## src/rtl/rc5_crypt_param.sv

```systemverilog
// Parametrised RC5-style block cipher core: runtime-loaded key table, one half-round per clock.
// Optional RC5_DECRYPT_EN adds a decrypt port that runs the inverse cipher in the same cycle count.
module rc5_crypt_param #(
  parameter int W = 8,
  parameter int R = 1
) (
  input  logic                     clock,
  input  logic                     reset,
  input  logic                     in_valid,
  output logic                     in_ready,
  input  logic [2*W-1:0]           in_data,
  output logic                     out_valid,
  input  logic                     out_ready,
  output logic [2*W-1:0]           out_data,
  input  logic                     key_we,
  input  logic [$clog2(2*R+2)-1:0] key_addr,
  input  logic [W-1:0]             key_data,
  output logic                     key_err,
  output logic                     busy
`ifdef RC5_DECRYPT_EN
  ,
  input  logic                     decrypt
`endif
);

  localparam int NKEY  = 2 * R + 2;
  localparam int KAW   = $clog2(NKEY);
  localparam int RW    = $clog2(W);
  localparam int HW    = $clog2(2 * R);
  localparam int HLAST = 2 * R - 1;

  typedef enum logic [1:0] {IDLE, INIT, ROUND, DONE} state_t;

  state_t           state_q, state_d;
  logic [W-1:0]     a_q, a_d, b_q, b_d;
  logic [HW-1:0]    h_q, h_d;
  logic [W-1:0]     s_q [NKEY];
  logic             in_ready_q, in_ready_d;
  logic             out_valid_q, out_valid_d;
  logic [2*W-1:0]   out_data_q, out_data_d;
  logic             key_err_q, key_err_d;
  logic             busy_q, busy_d;
  logic             key_ok;
  logic             accept;
  logic [KAW-1:0]   kidx;
  logic [W-1:0]     s_h;

`ifdef RC5_DECRYPT_EN
  logic dec_q, dec_d;
`else
  logic dec_q;
  assign dec_q = 1'b0;
`endif

  function automatic logic [W-1:0] rotl(input logic [W-1:0] x, input logic [RW-1:0] n);
    logic [2*W-1:0] t;
    t = {x, x} << n;
    return t[2*W-1:W];
  endfunction

  function automatic logic [W-1:0] rotr(input logic [W-1:0] x, input logic [RW-1:0] n);
    logic [2*W-1:0] t;
    t = {x, x} >> n;
    return t[W-1:0];
  endfunction

  assign in_ready  = in_ready_q;
  assign out_valid = out_valid_q;
  assign out_data  = out_data_q;
  assign key_err   = key_err_q;
  assign busy      = busy_q;

  assign accept = in_valid & in_ready_q & (state_q == IDLE);
  assign key_ok = key_we & (state_q == IDLE) & ({1'b0, key_addr} < (KAW+1)'(NKEY));
  assign kidx   = KAW'(h_q) + KAW'(2);
  assign s_h    = s_q[kidx];

  always_comb begin
    state_d     = state_q;
    a_d         = a_q;
    b_d         = b_q;
    h_d         = h_q;
    out_valid_d = out_valid_q;
    out_data_d  = out_data_q;
    key_err_d   = key_we & ~key_ok;
`ifdef RC5_DECRYPT_EN
    dec_d       = dec_q;
`endif
    case (state_q)
      IDLE: begin
        if (accept) begin
          a_d = in_data[2*W-1:W];
          b_d = in_data[W-1:0];
`ifdef RC5_DECRYPT_EN
          dec_d = decrypt;
          if (decrypt) begin
            // Inverse skips the whitening step up front and applies it at the end.
            state_d = ROUND;
            h_d     = HW'(HLAST);
          end else begin
            state_d = INIT;
            h_d     = '0;
          end
`else
          state_d = INIT;
          h_d     = '0;
`endif
        end
      end
      INIT: begin
        if (dec_q) begin
          a_d         = a_q - s_q[0];
          b_d         = b_q - s_q[1];
          state_d     = DONE;
          out_valid_d = 1'b1;
          out_data_d  = {a_d, b_d};
        end else begin
          a_d     = a_q + s_q[0];
          b_d     = b_q + s_q[1];
          h_d     = '0;
          state_d = ROUND;
        end
      end
      ROUND: begin
        if (dec_q) begin
          if (h_q[0]) b_d = rotr(b_q - s_h, a_q[RW-1:0]) ^ a_q;
          else        a_d = rotr(a_q - s_h, b_q[RW-1:0]) ^ b_q;
          if (h_q == '0) state_d = INIT;
          else           h_d = h_q - HW'(1);
        end else begin
          if (h_q[0]) b_d = rotl(b_q ^ a_q, a_q[RW-1:0]) + s_h;
          else        a_d = rotl(a_q ^ b_q, b_q[RW-1:0]) + s_h;
          if (h_q == HW'(HLAST)) begin
            state_d     = DONE;
            out_valid_d = 1'b1;
            out_data_d  = {a_d, b_d};
          end else begin
            h_d = h_q + HW'(1);
          end
        end
      end
      DONE: begin
        if (out_ready) begin
          state_d     = IDLE;
          out_valid_d = 1'b0;
        end
      end
      default: state_d = IDLE;
    endcase
    in_ready_d = (state_d == IDLE);
    busy_d     = (state_d != IDLE);
  end

  always_ff @(posedge clock or negedge reset) begin
    if (!reset) begin
      state_q     <= IDLE;
      a_q         <= '0;
      b_q         <= '0;
      h_q         <= '0;
      in_ready_q  <= 1'b0;
      out_valid_q <= 1'b0;
      out_data_q  <= '0;
      key_err_q   <= 1'b0;
      busy_q      <= 1'b0;
`ifdef RC5_DECRYPT_EN
      dec_q       <= 1'b0;
`endif
      for (int i = 0; i < NKEY; i++) s_q[i] <= '0;
    end else begin
      state_q     <= state_d;
      a_q         <= a_d;
      b_q         <= b_d;
      h_q         <= h_d;
      in_ready_q  <= in_ready_d;
      out_valid_q <= out_valid_d;
      out_data_q  <= out_data_d;
      key_err_q   <= key_err_d;
      busy_q      <= busy_d;
`ifdef RC5_DECRYPT_EN
      dec_q       <= dec_d;
`endif
      // Table write lands on the accepting edge, before INIT/ROUND read it.
      if (key_ok) s_q[key_addr] <= key_data;
    end
  end

endmodule

```

## config.mk

```make
export PLATFORM = sky130hd
export DESIGN_NAME = rc5_crypt_param
export DESIGN_NICKNAME = d
export VERILOG_FILES = /design/src/rtl/rc5_crypt_param.sv
export SDC_FILE = /design/constraint.sdc
export NUM_CORES = 1
export LEC_CHECK = 0
export ABC_AREA = 1
export CORE_UTILIZATION = 58
export DETAILED_ROUTE_END_ITERATION = 8
export GPL_TIMING_DRIVEN = 0
export PLACE_DENSITY_LB_ADDON = 0.12
export SYNTH_ARGS = -nofsm -noshare
export SYNTH_HDL_FRONTEND = slang
export SYNTH_SLANG_ARGS = --single-unit
```

## constraint.sdc

```tcl
create_clock -name clock -period 3.2 [get_ports clock]
set_input_delay 0.96 -clock clock [delete_from_list [all_inputs] [get_ports clock]]
set_output_delay 0.96 -clock clock [all_outputs]
set_load 0.03 [all_outputs]
```

## Word level (Yosys, flattened, before mapping)

Index checks and enable logic that the tools add are counted.

- Register bits: 71
- Latch bits: 0
- RAM bits: 0
- ROM bits: 0
- Word-level logic and storage cells: 69
- Memories: 0

- $add $sub $neg: 6
- Multipliers: 0
- Div/mod/pow operators: 0
- Magnitude comparators: 3
- Equality and inequality tests: 6
- Shift-type cells: 2
- Mux-type cells: 22
- Bitwise gates (word level): 8
- Reductions and logical operators: 9

Operator list:

| kind | count |
|---|---|
| 8-bit 2-to-1 mux | 7 |
| 8-bit one-hot mux with 3 select lines | 2 |
| 8-bit adder | 4 |
| 32-bit bitwise mux | 1 |
| 16-bit by 3-bit << shifter with 16-bit output | 2 |
| 8-bit binary-select mux with 2-bit select | 1 |
| 8-bit demux with 2-bit select | 1 |
| 2-bit one-hot mux with 4 select lines | 1 |
| 8-bit XOR | 1 |
| 3-bit >= comparator, second input constant | 2 |
| 2-bit 2-to-1 mux | 3 |
| 2-bit inequality test, second input constant | 3 |
| 2-bit inverter with 3-bit output | 2 |
| 1-bit AND | 4 |
| 2-bit == test, second input constant | 2 |
| 2-bit zero test | 2 |
| 1-bit 2-to-1 mux | 4 |
| 2-bit AND reduction | 2 |
| 2-bit nonzero test | 2 |
| 3-bit by 1-bit < comparator with 1-bit output, second input constant | 1 |
| 1-bit one-hot mux with 3 select lines | 1 |
| 3-bit AND reduction | 1 |
| 3-bit nonzero test | 1 |
| 1-bit by 2-bit adder with 2-bit output, second input constant | 1 |
| 5 further kinds | 5 |

## Longest topological paths before layout

- Depth after elaboration: 8
- Depth in mapped cells: 23
- Gate-level depth less buffers: 23

## Worst setup path before layout

OpenSTA, ideal clock, no wires.

- Path kind: register to register
- Start: reg b_q[1]
- End: reg b_q[6]
- Setup time: 0.127 ns
- Data arrival time: 2.459 ns
- Path slack: 0.614 ns
- Stages on the path, launching flop included: 20
- Path through: dfrtp_1 inv_2 nand2_2 and2_4 o21ai_0 o21ai_0 o21ai_0 ha_1 inv_1 fa_1 o21ai_1 nand2_1 nand2_1 a21oi_1 inv_1 nand2_1 nand3_1 nand4_1 nand2_1 o21ai_1

- Word-level cells in the longest chain between the ends: 5
- Elaborated cells between the ends (all ways): 6
- Those cells by class: 2 x add/sub; 1 x shift; 2 x mux; 1 x bitwise

RTL lines:

| item | line | text |
|---|---|---|
| from (decl) | 35 | `logic [W-1:0] a_q, a_d, b_q, b_d;` |
| from (signal assigned) | 158 | `b_q <= '0;` |
| from (signal assigned) | 172 | `b_q <= b_d;` |
| 8-bit XOR | 131 | `if (h_q[0]) b_d = rotl(b_q ^ a_q, a_q[RW-1:0]) + s_h;` |
| 16-bit by 3-bit << shifter with 16-bit output | 57 | `t = {x, x} << n;` |
| 8-bit adder | 131 |  |
| 8-bit 2-to-1 mux | 131 |  |
| 8-bit one-hot mux with 3 select lines (*) | 89 | `case (state_q)` |

Every way passes the cells marked *; elsewhere a longest branch is shown, timed or not.
A chain may end at the register's enable or synchronous reset.

## Worst setup path in the final report

- Start: reg b_q[3]
- End: reg a_q[5]

- Word-level cells in the longest chain between the ends: 5

RTL lines:

| item | line | text |
|---|---|---|
| 8-bit XOR | 132 | `else a_d = rotl(a_q ^ b_q, b_q[RW-1:0]) + s_h;` |
| 16-bit by 3-bit << shifter with 16-bit output | 57 |  |
| 8-bit adder | 132 |  |
| 8-bit 2-to-1 mux | 131 |  |
| 8-bit one-hot mux with 3 select lines | 89 |  |
| to (signal assigned) | 157 | `a_q <= '0;` |
| to (signal assigned) | 171 | `a_q <= a_d;` |
| to (decl) | 35 |  |

No other way between the ends.

==> results.ini <==
[global_routing]
grt_start_max_net_pins = 72
grt_pass1_vias = 4801
antenna_found_initial = 0
overflow = 0
grt_usage_pct = 34.25
grt_pass1_wl_um = 23070

[clocking]
htreeDepth = 3
cts_buffers = 9
cts-root-buf = clkbuf_8
cts_tree = yes
clock-sinks = 71
clockBufferDepth = 2
clock_latency_ns = 0.35
cts.reportedPaths.clkPinSlew_ns = 0.09

[die]
die_w_um = 95.21
core.rowCount = 33
top_level_ports = 51
die_height_um = 95.21
core_area_mm2 = 0.008299
fp.dieArea_mm2 = 0.009064
initial_core_util_pct = 60.71

[sta]
hold_ws_ns = 0.4845
post-route-min-period_ns = 2.979
finalSetupTns_ns = 0
slew_violations = 0
setup_viol = 0
finalHoldViolations = 0
fin_crit_sh_pct = 93.11
clock_skew_ns = 0.01232
clock.fmax_mhz = 335.6
worst_pin_slew_ns = 0.8816
slew_headroom_pct = 41.22

[critical_path]
critPathMaxFanout = 4
worstPathCellList = inv_1 > nand2_1 > nand2_1 > inv_1 > nand2_1 > o21ai_0 > inv_1 > nand2_1 > o21ai_0 > o21ai_0 > ha_1 > nand3_1 > nand2_1 > nand2_1 > nand2_1 > a21oi_2 > or2_1 > nand3_1 > nand3_1 > o21ai_1 > nand2_1
r2r_slack_ns = 0.22
crit_path_frequent_cell = nand2_1
arrival_ns = 3.20
reg2reg_to = a_q[5]$_DFFE_PN0P_
path_delay_family = simple AND/OR/NAND/NOR gates
worstPathRequired_ns = 3.42
cp-start-kind = flip-flop
r2r_start = b_q[3]$_DFFE_PN0P_
cp.depth = 21
reg2reg_depth = 21
cp_slowest_stage_delay_ns = 0.43
crit_type = flip-flop to flip-flop
path_buf_inv = 3
endpoint_kind = flip-flop
slowest_stage = dfrtp_1

[detailed_routing]
firstDrtPassIters = 6
ant_nets = 0
drt-initial-drc-count = 444
vias = 5067
route.detailed.drc = 0
wl_um = 14540
vias_per_cell = 5.797
avgRoutedWirePerCell_um = 16.63

[finish]
final_layout_size_suffix_gt1_share_pct = 9.753
antennaDiodeCount = 0
seq_area_mm2 = 0.001780
multi_input_area_mm2 = 0.002823
stdcell_count = 874
layout_common_cells = 201 x nand2_1, 84 x o21ai_0, 77 x inv_1
design_area_mm2 = 0.005942
area_growth_pct = 17.93
fillers = 699
fin_nets = 832
final_common_cell = nand2_1

[worst_hold_path]
min_delay_worst_endpoint = out_data[6]$_DFFE_PN0P_
hold_path.class = flip-flop to flip-flop
hold_depth = 2
hp-start = out_data[6]$_DFFE_PN0P_

[place]
dp.final_hpwl_um = 11480
io_buffer_count = 50
gp_routability_congestion = 1.031
dp_cells = 856
placed_cell_area_mm2 = 0.005668

[synth]
ys.flop_type = dfrtp_1
synth_seq_area_share_pct = 35.26
syn_area_per_cell_um2 = 7.188
synth_edf_count = 0
syn_nets = 769
syn-cell-area_mm2 = 0.005039
ys_types = 42
synthArstFlopShare_pct = 100.0
syn_inst = 701
ys_seq_elements = 71
yosysWarnings = 0

[run]
maxCapViolCount = 0

[outcome]
run_status = finished clean

==> per-stage QoR <==
stage	util, %	setup WS, ns
3_5_place_dp	68.29	0.1165
6_report	71.60	0.2206
4_1_cts	70.95	0.08113
5_1_grt	71.60	-0.04585
3_3_place_gp	68.33	-1.144
2_1_floorplan	-	0.6138
==> layer usage <==
layer  up-vias  wire length (µm)  global-route usage, %
met1      2374              5883                  41.92
met4         0               686                  17.55
met2       201              6837                  56.55
met3        53              1131                  7.576
met5         -                 0                      0
li1       2439                 -                      -
==> kinds of logic after synthesis <==
family                     count (synthesis)  share of synthesized area (%)
DFF                                       71                          35.26
xor gates and xnor gates                   6                          1.043
buffers and inverters                    111                          9.262
AOI/OAI and AO/OA                        170                          18.35
and+or+nand+nor                          306                          26.30
adders and majority gates                 37                          9.784
==> area by class of cell <==
class,count,share of cell area (%)
buffer,26,2.527
clock buffer,10,2.148
clock inverter,6,1.558
inverter,85,5.454
multi-input combinational,519,47.50
sequential,71,29.96
tap,105,2.211
timing repair buffer,52,8.633
==> timing repair <==
action / CTS / global route
setup buffers: 0 / 2
setup endpoints to repair: 0 / 10
hold endpoints to repair: 0 / 0
gates resized for setup: 0 / 27
hold buffers: 0 / 0
==> sequential cells by signal, summed over array words and instances, names as in the netlist <==
name	cells
s_q	32
out_data	16
a_q	8
b_q	8
state_q	2
busy	1
h_q	1
in_ready	1
key_err	1
out_valid	1
==> synth_stat cells (7+ instances only) <==
cell type | number | area [µm²]
a21oi_1 | 36 | 180.2
a31oi_1 | 10 | 62.56
buf_2 | 8 | 40.04
clkbuf_1 | 12 | 45.04
dfrtp_1 | 71 | 1777
ha_1 | 33 | 412.9
inv_1 | 78 | 292.8
nand2_1 | 202 | 758.2
nand2_2 | 8 | 50.05
nand3_1 | 47 | 235.2
nand3_2 | 7 | 70.07
nor2_1 | 25 | 93.84
o21ai_0 | 95 | 475.5
o21ai_1 | 10 | 50.05
==> tightest hold or removal path, cell delays in order, from the launching register on <==
cell     delay (ns)
dfrtp_1        0.35
nand2_1        0.05
nand2_1        0.05
==> worst max-delay path by stage <==
stage                             startpoint                      end  slack [ns]
after floorplan           b_q[1]$_DFFE_PN0P_       b_q[6]$_DFFE_PN0P_        0.61
after global placement                 reset  out_data[0]$_DFFE_PN0P_       -1.14
after detailed placement  b_q[1]$_DFFE_PN0P_       b_q[6]$_DFFE_PN0P_        0.12
after CTS                 b_q[1]$_DFFE_PN0P_       b_q[6]$_DFFE_PN0P_        0.08
after global routing      a_q[6]$_DFFE_PN0P_       a_q[6]$_DFFE_PN0P_       -0.05
final                     b_q[3]$_DFFE_PN0P_       a_q[5]$_DFFE_PN0P_        0.22
Power is left out: the tool's default activity adds up to more than one toggle a clock period on the data nets, which glitch-free logic cannot reach.
